File: config.mk
export PLATFORM = sky130hd
export DESIGN_NAME = game_countdown_timer
export DESIGN_NICKNAME = d
export VERILOG_FILES = /design/src/rtl/game_countdown_timer.sv
export SDC_FILE = /design/constraint.sdc
export NUM_CORES = 1
export LEC_CHECK = 0
export CORE_MARGIN = 1.5
export CORE_UTILIZATION = 40
export DETAILED_ROUTE_END_ITERATION = 10
export PLACE_DENSITY = 0.58
export SLEW_MARGIN = 20
export SYNTH_ARGS = -nofsm -noshare
export SYNTH_HDL_FRONTEND = slang
export SYNTH_SLANG_ARGS = --single-unit
File: constraint.sdc
create_clock -name clk_i -period 7.05 [get_ports clk_i]
set_input_delay 1.41 -clock clk_i [delete_from_list [all_inputs] [get_ports clk_i]]
set_output_delay 1.41 -clock clk_i [all_outputs]
set_load 0.01 [all_outputs]
File: src/rtl/game_countdown_timer.sv
// Round countdown timer: two-digit BCD count from START_SEC driven by one_sec ticks.
// Optional feature macro TIME_BONUS_EN adds the bonus_i port and BONUS_SEC adder.
module game_countdown_timer #(
  parameter int START_SEC = 60,
  parameter int WARN_SEC  = 10
`ifdef TIME_BONUS_EN
  ,
  parameter int BONUS_SEC = 5
`endif
) (
  input  logic       clk_i,
  input  logic       resetN_i,
  input  logic       one_sec_i,
  input  logic       start_i,
  input  logic       pause_i,
`ifdef TIME_BONUS_EN
  input  logic       bonus_i,
`endif
  output logic [3:0] tens_o,
  output logic [3:0] units_o,
  output logic       running_o,
  output logic       warning_o,
  output logic       time_up_o,
  output logic       expired_o
);

  typedef enum logic [1:0] {IDLE, RUN, HOLD, EXPIRED} state_e;

  localparam logic [6:0] START_VAL  = 7'(START_SEC);
  localparam logic [6:0] WARN_VAL   = 7'(WARN_SEC);
  localparam logic [3:0] START_TENS = 4'(START_SEC / 10);
  localparam logic [3:0] START_UNIT = 4'(START_SEC % 10);

  state_e     state_q, state_d;
  logic [3:0] tens_q, tens_d;
  logic [3:0] units_q, units_d;
  logic       warning_q, warning_d;
  logic       time_up_q, time_up_d;
  logic [6:0] curVal;
  logic [6:0] nextVal;

  // Arithmetic is done on the binary value of the two digits and split back into BCD.
  assign curVal = 7'(tens_q) * 7'd10 + 7'(units_q);

`ifdef TIME_BONUS_EN
  logic       tickTaken;
  logic [7:0] bonusSum;
  logic [6:0] bonusVal;

  assign tickTaken = (state_q == RUN) && one_sec_i;
  assign bonusSum  = {1'b0, curVal} + 8'(BONUS_SEC) - {7'd0, tickTaken};
  assign bonusVal  = (bonusSum > 8'd99) ? 7'd99 : bonusSum[6:0];
`endif

  always_comb begin
    state_d   = state_q;
    nextVal   = curVal;
    time_up_d = 1'b0;
    unique case (state_q)
      IDLE, EXPIRED: begin
        if (start_i) begin
          state_d = RUN;
          nextVal = START_VAL;
        end
      end
      RUN: begin
        if (start_i) begin
          nextVal = START_VAL;
        end else if (pause_i) begin
          state_d = HOLD;
        end else
`ifdef TIME_BONUS_EN
        if (bonus_i) begin
          nextVal = bonusVal;
        end else
`endif
        if (one_sec_i && (curVal != 7'd0)) begin
          nextVal = curVal - 7'd1;
          if (curVal == 7'd1) begin
            state_d   = EXPIRED;
            time_up_d = 1'b1;
          end
        end
      end
      HOLD: begin
        if (start_i) begin
          state_d = RUN;
          nextVal = START_VAL;
        end else begin
`ifdef TIME_BONUS_EN
          if (bonus_i) nextVal = bonusVal;
`endif
          if (!pause_i) state_d = RUN;
        end
      end
      default: state_d = IDLE;
    endcase
    tens_d    = 4'(nextVal / 7'd10);
    units_d   = 4'(nextVal % 7'd10);
    warning_d = ((state_d == RUN) || (state_d == HOLD)) && (nextVal <= WARN_VAL);
  end

  always_ff @(posedge clk_i) begin
    if (!resetN_i) begin
      state_q   <= IDLE;
      tens_q    <= START_TENS;
      units_q   <= START_UNIT;
      warning_q <= 1'b0;
      time_up_q <= 1'b0;
    end else begin
      state_q   <= state_d;
      tens_q    <= tens_d;
      units_q   <= units_d;
      warning_q <= warning_d;
      time_up_q <= time_up_d;
    end
  end

  assign tens_o    = tens_q;
  assign units_o   = units_q;
  assign running_o = (state_q == RUN);
  assign expired_o = (state_q == EXPIRED);
  assign warning_o = warning_q;
  assign time_up_o = time_up_q;

endmodule

Word level (Yosys, flattened, before mapping)
Cells that the tools add are included.
{ "totals": {"inputBits": 5, "reg_bits": 12, "output_inout_bits": 12, "wordCells": 42} }
{ "op_classes": {"bitwise": 3, "mul": 1, "n_reduce_logical": 8, "div": 2, "order_cmp": 1, "muxes": 14, "add_sub_neg": 2, "eq_ne": 6} }
{ "op_table": {"columns": ["op", "count"], "rows": [
  ["$mux W7", 4],
  ["$mux W2", 7],
  ["$pmux W7 S2", 1],
  ["$add A7 B4 Y7", 1],
  ["$div A7 B4 Y7 const B", 1],
  ["$eq A7 B1 Y1 const B", 1],
  ["$le A7 B4 Y1 const B", 1],
  ["$mod A7 B4 Y7 const B", 1],
  ["$reduce_bool A7 Y1", 1],
  ["$sub A7 B1 Y7 const B", 1],
  ["$eq A2 B2 Y1 const B", 3],
  ["$mul A4 B3 Y6 const B", 1],
  ["$pmux W2 S3", 1],
  ["$reduce_or A5 Y1", 1],
  ["$eq A2 B1 Y1 const B", 2],
  ["$not A1 Y1", 3],
  ["$reduce_or A3 Y1", 1],
  ["$logic_and A1 B1 Y1", 2],
  ["$logic_not A2 Y1", 1],
  ["$reduce_or A2 Y1", 1],
  ["$logic_or A1 B1 Y1", 1],
  ["$mux W1", 1]
]} }

Depth between registers and ports, before layout
{ "logic_depth": {"depth_word": 11, "ltp_mapped": 26, "mapped_depth_nobuf": 25} }

Worst setup path after synthesis
Ideal clock, no wire load.
{ "synth_path": {"path_kind": "reg2reg", "startpoint": "register tens_q[3], in the netlist tens_o[3]", "endpoint": "register units_q[2], in the netlist units_o[2]", "setup_time_ns": 0.123, "t_arrival_ns": 5.094, "t_required_ns": 6.927, "period_less_slack_ns": 5.217, "path_buffers": 1, "path_stages_with_launch": 27, "slack_ns": 1.833, "path_cell_list": "dfxtp_1 ha_1 ha_1 fa_1 buf_2 xnor3_1 o211ai_1 a221oi_4 a21oi_1 or3_1 xnor2_1 mux2_2 inv_1 ha_1 inv_1 nor3_1 o21ai_0 o221ai_1 o2bb2ai_1 a21o_1 nor3_1 nor2_1 ha_1 o31ai_1 nand2_1 a22o_4 mux2i_1"} }
{ "synth_via": {"elab_chain_len": 9, "word_cells_on_any_way": 11, "cone_classes": "add/sub (2); mul (1); div (1); mux (5); reduce/logical (2)"} }
{ "synth_lines": {"columns": ["item", "line_no", "source"], "rows": [
  ["start, declared", "35", "logic [3:0] tens_q, tens_d;"],
  ["start signal, assigned", "112", "tens_q <= tens_d;"],
  ["$mul A4 B3 Y6 *", "43", "assign curVal = 7'(tens_q) * 7'd10 + 7'(units_q);"],
  ["$add A7 B4 Y7 *", "43", null],
  ["branches (longest 5 deep; another with $sub A7 B1 Y7)", null, null],
  ["$pmux W7 S2 *", "59", "unique case (state_q)"],
  ["$mod A7 B4 Y7 *", "99", "units_d = 4'(nextVal % 7'd10);"],
  ["end signal, assigned", "113", "units_q <= units_d;"],
  ["end, declared", "36", "logic [3:0] units_q, units_d;"]
]} }
Every way passes the cells marked *.
A chain may end at the register's enable or synchronous reset.

Final worst setup path
{ "layout_path": {"startpoint": "register tens_q[3], in the netlist tens_o[3]", "endpoint": "register units_q[1], in the netlist units_o[1]"} }
Same word-level chain as after synthesis.

==> results_dict.tcl <==
set metrics [dict create \
    drive_gt1_frac 0.05738 \
    synth_ff_type "dfxtp_1" \
    antenna_found_initial 0 \
    path_class "flop to flop" \
    yosysUniqueCellTypes 55 \
    ios 17 \
    gp_congestion 0.9664 \
    htreeDepth 1 \
    fin_crit_sh 0.8758 \
    required_ns 7.17 \
    outcome "complete, no violations" \
    die_area_um2 4592 \
    area_growth_pct 15.44 \
    register_area_um2 240.2 \
    hold_start "units_o[0]$_SDFF_PN0_" \
    r2r_start "tens_o[3]$_SDFF_PN0_" \
    syn_area_um2 1678 \
    fill_cells 438 \
    synth-async-reset-ratio 0 \
    drt-total-wl_mm 4.647 \
    wl_per_cell_um 15.81 \
    grt_max_degree 15 \
    first_pass_iters 4 \
    grt_pass1_vias 1553 \
    port_buffers 16 \
    r2r_cells 26 \
    synth_enable_flop_cells 0 \
    die_h_um 67.77 \
    hp-class "flop to flop" \
    ys_ff_latch 12 \
    multi_input_area_um2 1343 \
    worst_slew_pin_slew_ns 0.6016 \
    critical_path.endpoint_type "flop" \
    grt_overflow 0 \
    clk_pin_slew_ns 0.05 \
    post_cts_buffers 0 \
    rrSetupSlack_ns 0.88 \
    fp.coreArea_um2 4029 \
    hold_depth 2 \
    yosysWarnings 0 \
    synthCells 230 \
    antenna-diode-count 0 \
    reg2reg_to "units_o[1]$_SDFF_PN0_" \
    worstPathArrival_ns 6.30 \
    die_x_um 67.77 \
    layout.nets 267 \
    grt_pass1_wl_mm 7.569 \
    period_needed_ns 6.175 \
    vias 1717 \
    fmax_ghz 0.1620 \
    slew_viol_final 0 \
    place.detailed.hpwl_mm 3.765 \
    crit_fanout 14 \
    syn-mean-instance-area_um2 7.295 \
    rsz0062_at_grt "no" \
    finClkSkew_ns 0.003696 \
    cts_buffer_depth 2 \
    grtUsageTotal 0.2218 \
    drc 0 \
    min_to "units_o[0]$_SDFF_PN0_" \
    cts_resized 0 \
    setup-violations-final 0 \
    cts_sinks 12 \
    yosysSeqAreaShare 0.1432 \
    cts_root_buf "clkbuf_8" \
    cap_viol_max_count 0 \
    finalHoldViolCount 0 \
    cp-start-kind "flop" \
    initial_core_util 0.4165 \
    fin_tns_setup_ns 0 \
    syn-num-nets 252 \
    num_rows 23 \
    slew_headroom 0.5952 \
    drt-initial-drc-count 69 \
    detail_route.vias_per_cell 5.840 \
    worstSkewPairLatency_ns 0.24 \
    cts-hold-fix-buffers 0 \
    ant_nets 0 \
    cts_buffers 3 \
    cts_tree "yes" \
]
## final cells by class
| type | count | area share |
|---|---|---|
| Multi-Input combinational cell | 195 | 0.6932 |
| Sequential cell | 12 | 0.1240 |
| Timing Repair Buffer | 18 | 0.09044 |
| Tap cell | 50 | 0.03230 |
| Inverter | 15 | 0.03165 |
| Clock buffer | 4 | 0.02842 |
## synth_stat cells, types with 2 or more instances
master	count	share of area
nand2_1	23	0.051
buf_2	3	0.0089
nand2b_1	2	0.0075
a211oi_1	3	0.013
o2111ai_1	3	0.016
xnor2_1	6	0.031
o21ai_1	3	0.0089
mux2i_1	2	0.012
nor3_1	10	0.030
a31oi_1	2	0.0075
o211ai_1	5	0.022
nand3b_1	2	0.0089
or3_1	7	0.026
nor2_1	18	0.040
ha_1	15	0.11
o21a_1	4	0.018
o21ai_0	13	0.039
nor2b_1	2	0.0075
fa_1	2	0.024
o31ai_1	4	0.018
and2_1	3	0.011
clkbuf_1	5	0.011
nand3_1	7	0.021
xor2_1	4	0.021
a21o_1	5	0.022
inv_1	12	0.027
dfxtp_1	12	0.14
a21oi_1	23	0.069
and3_1	4	0.015
## logic make-up (layout without fill, tap and decap cells)
| kind of cell | Yosys count | count (layout) | synth area share |
|---|---|---|---|
| AND/OR/NAND/NOR | 86 | 86 | 0.2588 |
| AO/OA/AOI/OAI | 78 | 78 | 0.3214 |
| buffers and inverters | 23 | 37 | 0.05667 |
| adder cells (fa/ha/maj) | 17 | 17 | 0.1357 |
| flip-flops | 12 | 12 | 0.1432 |
| XOR/XNOR | 11 | 11 | 0.06562 |
| multiplexers | 3 | 3 | 0.01864 |
## placed cells by master, fill, tap and decap left out, drive strengths merged, types with 3 or more instances in the layout
master / synthesis / routed
o21a: 4 / 4
clkdlybuf4s50: 0 / 16
clkbuf: 5 / 4
nor3: 11 / 11
o21ai: 16 / 16
a21oi: 23 / 23
inv: 13 / 13
or3: 7 / 7
a21o: 5 / 5
dfxtp: 12 / 12
and2: 3 / 3
a211oi: 3 / 3
nor2: 18 / 18
o31ai: 4 / 4
o2111ai: 3 / 3
o211ai: 5 / 5
xnor2: 6 / 6
ha: 15 / 15
xor2: 4 / 4
nand3: 7 / 7
nand2: 23 / 23
and3: 4 / 4
## registers in the layout, indices dropped and copies added, names as in the netlist
name / count
state_q: 2
tens_o: 4
time_up_o: 1
units_o: 4
warning_o: 1
## per-layer routing
metal / global-route usage / up-vias / routed length (um) / part of all wire
met5: 0 / - / 0 / 0
met4: 0.07653 / 0 / 70 / 0.015
met3: 0.02333 / 7 / 129 / 0.028
met2: 0.3591 / 39 / 2203 / 0.47
met1: 0.3036 / 792 / 2243 / 0.48
li1: - / 879 / - / -
## worst max-delay path, stage by stage (launching register included)
cell and delay (ns):
dfxtp_1 0.42, ha_1 0.27, ha_1 0.21, fa_1 0.69, xnor3_1 0.29, o211ai_1 0.19, a221oi_4 0.63, a21oi_1 0.09
buf_4 0.21, or3_1 0.44, xnor2_1 0.16, mux2_2 0.29, inv_1 0.08, ha_1 0.20, inv_1 0.08, nor3_1 0.15
o21ai_0 0.11, o221ai_1 0.14, o2bb2ai_1 0.09, a21o_1 0.23, nor3_1 0.21, nor2_1 0.07, ha_1 0.22, o31ai_1 0.07
nand2_1 0.11, a22o_4 0.28, mux2i_1 0.12
## stage by stage
stage	cells	hold slack, ns	setup slack [ns]	area (um^2)	utilization
2_1_floorplan	230	0.5590	1.833	1678	-
3_3_place_gp	290	0.5914	1.018	1882	0.4671
3_5_place_dp	290	0.5785	0.8896	1882	0.4671
4_1_cts	294	0.5866	0.8620	1937	0.4807
5_1_grt	294	0.6554	0.4834	1937	0.4807
6_report	294	0.5925	0.8753	1937	0.4807
## how the worst max path moves through the flow
stage,start,end,cells after the start
floorplan,tens_o[3]$_SDFF_PN0_,units_o[2]$_SDFF_PN0_,26
global placement,tens_o[3]$_SDFF_PN0_,units_o[2]$_SDFF_PN0_,26
detailed placement,tens_o[3]$_SDFF_PN0_,units_o[1]$_SDFF_PN0_,26
CTS,tens_o[3]$_SDFF_PN0_,units_o[1]$_SDFF_PN0_,26
global route,tens_o[3]$_SDFF_PN0_,units_o[1]$_SDFF_PN0_,26
finish,tens_o[3]$_SDFF_PN0_,units_o[1]$_SDFF_PN0_,26
Power is not shown: default switching activity piles up to over one toggle a cycle in this logic, so the estimate is an artifact.
